### config.mk
export PLATFORM = sky130hd
export DESIGN_NAME = dbg_mem_arbiter
export DESIGN_NICKNAME = d
export VERILOG_FILES = /design/src/rtl/dbg_mem_arbiter.sv
export SDC_FILE = /design/constraint.sdc
export NUM_CORES = 1
export LEC_CHECK = 0
export ABC_AREA = 1
export BUFFER_PORTS_ARGS = -buffer_cell sky130_fd_sc_hd__buf_2
export CORE_AREA = 2 2 158 160
export CTS_BUF_LIST = sky130_fd_sc_hd__clkbuf_8 sky130_fd_sc_hd__clkbuf_16
export DETAILED_ROUTE_END_ITERATION = 10
export DIE_AREA = 0 0 160 162
export GPL_TIMING_DRIVEN = 0
export PLACE_DENSITY = 0.59
export REMOVE_ABC_BUFFERS = 1
export SLEW_MARGIN = 20
export SYNTH_ARGS = -nofsm -noshare
export SYNTH_HDL_FRONTEND = slang
export SYNTH_SLANG_ARGS = --single-unit
### constraint.sdc
create_clock -name clk -period 1.7 [get_ports clk]
set_input_delay 0.085 -clock clk [delete_from_list [all_inputs] [get_ports clk]]
set_output_delay 0.085 -clock clk [all_outputs]
set_load 0.1 [all_outputs]
### src/rtl/dbg_mem_arbiter.sv
// dbg_mem_arbiter
//   Shares port 2 of InstRAM and DataRAM between two host-side requesters
//   (m0 = program loader, m1 = debug monitor). One access at a time,
//   round-robin between requesters, fixed-latency req/ack handshake.
//
// Ports
//   clk, rst              core clock, asynchronous active-low reset
//   mX_req/sel/we/addr/wdata  request from requester X (sel: 0 = DataRAM, 1 = InstRAM;
//                             we = 0 means read)
//   mX_ack, mX_rdata      one-cycle completion pulse and read data for requester X
//   inst_a2/wd2/we2/rd2   InstRAM port 2
//   data_a2/wd2/we2/rd2   DataRAM port 2
//   busy                  high whenever an access is in progress
//   gnt_id                index of the current or most recent grant
//
// State table
//   state | meaning
//   IDLE  | no access in progress, arbitrating incoming requests
//   ISSUE | drive address/write data/byte enables to the selected RAM
//   WAIT  | wait RD_LAT cycles for the RAM read data, address held
//   RESP  | pulse ack with the captured read data
module dbg_mem_arbiter #(
  parameter int RD_LAT = 1,
  parameter int ADDR_W = 32
) (
  input  logic              clk,
  input  logic              rst,
  input  logic              m0_req,
  input  logic              m0_sel,
  input  logic [3:0]        m0_we,
  input  logic [ADDR_W-1:0] m0_addr,
  input  logic [31:0]       m0_wdata,
  output logic              m0_ack,
  output logic [31:0]       m0_rdata,
  input  logic              m1_req,
  input  logic              m1_sel,
  input  logic [3:0]        m1_we,
  input  logic [ADDR_W-1:0] m1_addr,
  input  logic [31:0]       m1_wdata,
  output logic              m1_ack,
  output logic [31:0]       m1_rdata,
  output logic [ADDR_W-1:0] inst_a2,
  output logic [31:0]       inst_wd2,
  output logic [3:0]        inst_we2,
  input  logic [31:0]       inst_rd2,
  output logic [ADDR_W-1:0] data_a2,
  output logic [31:0]       data_wd2,
  output logic [3:0]        data_we2,
  input  logic [31:0]       data_rd2,
  output logic              busy,
  output logic              gnt_id
);

  typedef enum logic [1:0] {
    IDLE  = 2'd0,
    ISSUE = 2'd1,
    WAIT  = 2'd2,
    RESP  = 2'd3
  } stateT;

  localparam logic [2:0] LAT_LOAD = 3'(RD_LAT);

  stateT             curState;
  stateT             nxtState;
  logic              anyReq;
  logic              grantWin;
  logic              lastGrant;
  logic              gntReg;
  logic              selReg;
  logic [3:0]        weReg;
  logic [ADDR_W-1:0] addrReg;
  logic [31:0]       wdataReg;
  logic [31:0]       rdataReg;
  logic [2:0]        waitCnt;

  // Round-robin: on a tie the requester that did not win last time gets it.
  assign anyReq   = m0_req | m1_req;
  assign grantWin = (m0_req & m1_req) ? ~lastGrant : m1_req;

  // State register
  always_ff @(posedge clk or negedge rst) begin
    if (!rst) begin
      curState <= IDLE;
    end else begin
      curState <= nxtState;
    end
  end

  // Next-state logic
  always_comb begin
    nxtState = curState;
    unique case (curState)
      IDLE:    if (anyReq) nxtState = ISSUE;
      ISSUE:   nxtState = WAIT;
      WAIT:    if (waitCnt == 3'd1) nxtState = RESP;
      RESP:    nxtState = IDLE;
      default: nxtState = IDLE;
    endcase
  end

  // Request latch, wait counter, read-data capture and grant bookkeeping.
  // lastGrant resets to 1 so m0 wins the first tie.
  always_ff @(posedge clk or negedge rst) begin
    if (!rst) begin
      lastGrant <= 1'b1;
      gntReg    <= 1'b0;
      selReg    <= 1'b0;
      weReg     <= '0;
      addrReg   <= '0;
      wdataReg  <= '0;
      rdataReg  <= '0;
      waitCnt   <= '0;
    end else begin
      unique case (curState)
        IDLE: begin
          if (anyReq) begin
            selReg    <= grantWin ? m1_sel   : m0_sel;
            weReg     <= grantWin ? m1_we    : m0_we;
            addrReg   <= grantWin ? m1_addr  : m0_addr;
            wdataReg  <= grantWin ? m1_wdata : m0_wdata;
            gntReg    <= grantWin;
            lastGrant <= grantWin;
          end
        end
        ISSUE: waitCnt <= LAT_LOAD;
        WAIT: begin
          waitCnt <= waitCnt - 3'd1;
          if (waitCnt == 3'd1) begin
            rdataReg <= selReg ? inst_rd2 : data_rd2;
          end
        end
        default: ;
      endcase
    end
  end

  // Outputs decode from state only, so reset clears them (including an
  // in-flight write enable) without waiting for a clock.
  always_comb begin
    inst_a2  = '0;
    inst_wd2 = '0;
    inst_we2 = '0;
    data_a2  = '0;
    data_wd2 = '0;
    data_we2 = '0;
    m0_ack   = 1'b0;
    m0_rdata = '0;
    m1_ack   = 1'b0;
    m1_rdata = '0;
    unique case (curState)
      ISSUE: begin
        if (selReg) begin
          inst_a2  = addrReg;
          inst_wd2 = wdataReg;
          inst_we2 = weReg;
        end else begin
          data_a2  = addrReg;
          data_wd2 = wdataReg;
          data_we2 = weReg;
        end
      end
      WAIT: begin
        if (selReg) inst_a2 = addrReg;
        else        data_a2 = addrReg;
      end
      RESP: begin
        if (gntReg) begin
          m1_ack   = 1'b1;
          m1_rdata = rdataReg;
        end else begin
          m0_ack   = 1'b1;
          m0_rdata = rdataReg;
        end
      end
      default: ;
    endcase
  end

  assign busy   = (curState != IDLE);
  assign gnt_id = gntReg;

endmodule

* Word-level counts from Yosys, hierarchy flattened
Index checks and enable logic that the tools add are counted.
** Storage, ports and cells
- Output and inout bits :: 204
- Flip-flop bits (word level) :: 108
- Bits of input ports :: 206
** Cells by class
- Equality and inequality tests :: 6
- Add/sub/neg operators :: 1
- Bitwise gates (word level) :: 3
- Multiplexer cells :: 30
- Reductions and logical operators :: 7
** Operators by type and width (count)
- 32-bit two-way mux :: 15
- 4-bit two-way mux :: 5
- 2-bit one-hot mux with 4 select lines :: 1
- 1-bit two-way mux :: 6
- 3-bit one-hot mux with 2 select lines :: 1
- 2-bit AND reduction :: 3
- 2-bit == test (second input constant) :: 2
- 2-bit two-way mux :: 2
- 2-bit inequality test (second input constant) :: 2
- 2-bit nonzero test :: 2
- 3-bit by 1-bit == test with 1-bit output (second input constant) :: 1
- 3-bit by 1-bit subtractor with 3-bit output (second input constant) :: 1
- 2-bit by 1-bit == test with 1-bit output (second input constant) :: 1
- 2-bit logical NOT :: 1
- 2-bit OR reduction :: 1
- 1-bit AND :: 1
- 1-bit inverter :: 1
- 1-bit OR :: 1

* Depth between registers and ports, before layout
- Word-level depth :: 3
- Gate-level depth with buffers :: 8
- Depth with buffers taken out :: 7

* Worst setup path before layout
Ideal clock, no wire load.
- Path type :: reg2out
- Start point :: register gntReg (netlist: gnt_id)
- End point :: output port m1_rdata[10]
- Path slack :: -1.087 ns
- Arrival time :: 2.702 ns
- Data required time :: 1.615 ns
- Stages on the path, launching flop included :: 4
- Cells stage by stage :: dfrtp_1 nand2_1 clkbuf_1 nor2_1
** Between the ends
- Longest elaborated chain between the ends :: 2
** RTL lines
- start: declaration :: line 68 : logic gntReg;
- start signal: assignment :: line 121 : gntReg <= grantWin;
- 32-bit two-way mux :: line 167 : if (gntReg) begin
- 32-bit two-way mux :: line 150 : unique case (curState)
- end: declaration :: line 41 : output logic [31:0] m1_rdata,
No other way between the ends.

* Worst setup path in the final report
- Start point :: register curState[1]
- End point :: output port m0_rdata[28]
** Between the ends
- Longest elaborated chain between the ends :: 2
** RTL lines
- start: declaration :: line 63 : stateT curState;
- start signal: assignment :: line 85 : curState <= nxtState;
- 2-bit == test :: line 150
- 32-bit two-way mux :: line 150
- end: declaration :: line 34 : output logic [31:0] m0_rdata,
No other way between the ends.

==> impl_metrics.ini <==
[clock_network]
htree_num_levels = 3
tritoncts.num_buffers = 9
clk-insertion-delay-late_ns = 0.35
clock_sinks = 108
cts_tree = built
clock_path_buffers = 2
cts-root-buf = clkbuf_16
clk_pin_slew_worst_paths_ns = 0.08

[yosys]
synthDistinctLibCells = 20
dominant_combinational_cell_family_by_area_after_synthesis = simple AND/OR/NAND/NOR gates
synth.top_cells.by_area = dfrtp_1 (38%), nand2_1 (19%), inv_1 (13%), nor2_1 (11%), nand3_1 (10%)
yosysWarningCount = 0
synth.ff_latch_count = 108
netlist.area_leader.share_pct = 37.9
syn-instance-count = 1173
synth_area_per_cell_sq_um = 6.02
post_synth_fa_ha_maj_area_fraction_pct = 1.42
share_of_the_yosys_chip_area_belonging_to_registers_pct = 38.3
yosysTopAreaCell = dfrtp_1
synthSimpleGateAreaFrac_pct = 40.2
synth_compound_area_share_pct = 2.50
synth_mux_area_share_pct = 0
yosys.area_share.xor_xnor_pct = 0.124
syn-cell-area_sq_um = 7070

[timing]
max_slew.worst_pin.slew_ns = 0.577
maximum_clock_rate_mhz = 514
fin_crit_sh_pct = 114
max-slew-margin-rel_pct = 61.5
setup_slack_ns = -0.244
holdWs_ns = 0.0209
rsz0062_at_grt = true
timing_hold_violations_final = 0
setup-violations-final = 225
final_period_minus_worst_setup_slack_ns = 1.94
timing.clock.skew_ns = 0.00775
timing_max_transition_violations_final = 0

[critical_path]
start_kind = flop
critical_path.top_delay_family = buffers and inverters
worst-r2r-cell-count = 8
crit_slowest_cell = dfrtp_2
worstPathRequired_ns = 1.62
worstPathMaxFanout = 5
cp.depth = 7
cp.buffers_inverters = 4
crit_path_cell_trace = buf_4 > ha_4 > buf_12 > buf_12 > nand2_8 > nor2_4 > buf_12
worstSetupPathType = reg -> out
slowest_delay_ns = 0.41
crit_path_end_kind = primary output
critPathArrivalTime_ns = 1.86
crit_path_frequent_cell = buf_12

[grt]
grt_pass1_wl_mm = 44.0
grtUsageTotal_pct = 21.2
overflow = 0
antenna_found_initial = 0
first_global_vias = 8291
grt_start_max_net_pins = 71

[floorplan]
initial_core_util_pct = 29.3
num_rows = 57
die-height_um = 162
floorplan.io_pins = 410
die-area_sq_um = 25900
chipWidth_um = 160
placeableCoreArea_sq_um = 24100

[drt]
post-route-drc-count = 0
vias_per_cell = 4.84
detailroute.via_count = 9250
routedWlPerCell_um = 18.9
antenna_violating_nets_left = 0
routed_wirelength_mm = 36.1
first_pass_iters = 6
violation_count_after_the_first_detailed_routing_iteration = 886

[status]
outcome = complete, but fails checks
failed_checks = negative setup slack

[placed_design]
dpl.hpwl_mm = 18.0
numPortBuffers = 409
dp.cells = 1846
gp_routability_congestion = 0.804
preCtsSetupSlack_ns = -1.38

[cells_and_area]
final-instance-count-excl-fill = 1910
n_antenna_cell = 0
proportion_of_layout_cells_with_a_drive_suffix_above_1_pct = 42.8
fin_util_pct = 60.0
most_common_cell_after_layout_fill_and_taps_aside = nand2_1
mostFrequentLayoutCells = nand2_1 (348), inv_1 (245), buf_2 (205), buf_12 (173), nor2_4 (148)
design.final.nets = 1795
synth_to_final_area_change_pct = 105

[min_path]
cell_depth_of_the_worst_hold_path = 5
worst_hold_path_type = in -> reg

[job]
max_cap_violations = 0
-- through the flow --
step                      setup TNS [ns]  instance area [sq um]
final                             -28.37                  14500
after CTS                         -33.86                  11700
after floorplan                  -374.22                   6770
after global placement           -619.70                   9220
after detailed placement         -203.95                   9410
after global routing              -47.46                  14500
-- flip-flops by register name, indices dropped and copies added, names as in the netlist --
name	flops
curState	2
wdataReg	32
waitCnt	3
gnt_id	1
addrReg	32
weReg	4
rdataReg	32
lastGrant	1
selReg	1
-- tightest hold or removal path: stages --
cell	delay [ns]
buf_2	0.07
inv_1	0.03
nand2_1	0.05
nand3_1	0.06
nand2_1	0.05
-- timing repair --
action	CTS	global route
hold endpoints to repair	46	0
endpoints found under the setup margin	306	295
gates resized for setup	518	595
hold buffers	1	0
setup buffers	12	17
cloned	5	13
pin swaps	2	14
-- cell families after synthesis --
kind of cell / after synthesis
buf+inv: 318
simple gates: 703
fa+ha+maj: 8
flops: 108
xor+xnor: 1
compound gates: 35
-- synthesized netlist by cell type (all sizes together) --
cell type and count:
buf 40, clkbuf 27, clkinv 1, dfrtp 107
dfstp 1, ha 8, inv 250, nand2 356
nand3 141, nor2 205, o21ai 34, o22ai 1
or2 1, xor2 1
-- cell type report --
cell class	instances	area, sq um
flip-flops and latches	108	2710
repair buffers	446	5290
repair inverters	1	8.76
inverters	251	976
clock inverters	7	96.3
clock buffers	9	225
well taps	324	405
multi-input cells	764	4760
fillers	1888	9630
-- worst paths after layout --
path / start / endpoint / slack (ns)
hold reg to reg: wdataReg[10] / wdataReg[10] / 0.48
hold / removal: m0_addr[21] / addrReg[21] / 0.02
max in group asynchronous: rst / wdataReg[9] / 0.77
setup / recovery: curState[1] / m0_rdata[28] / -0.24
setup reg to reg: curState[1] / rdataReg[21] / -0.14
min in group asynchronous: rst / rdataReg[24] / 0.24
-- routing by layer --
metal  global-route usage, %  wire length, um  share of wire (%)
met1                    25.4            13300                 37
met2                    38.4            18900                 52
met3                    3.91             2380                6.6
met4                    6.96             1480                4.1
met5                       0                0                  0
Power is left out: the tool's default activity adds up to more than one toggle a clock period on the data nets, which glitch-free logic cannot reach.
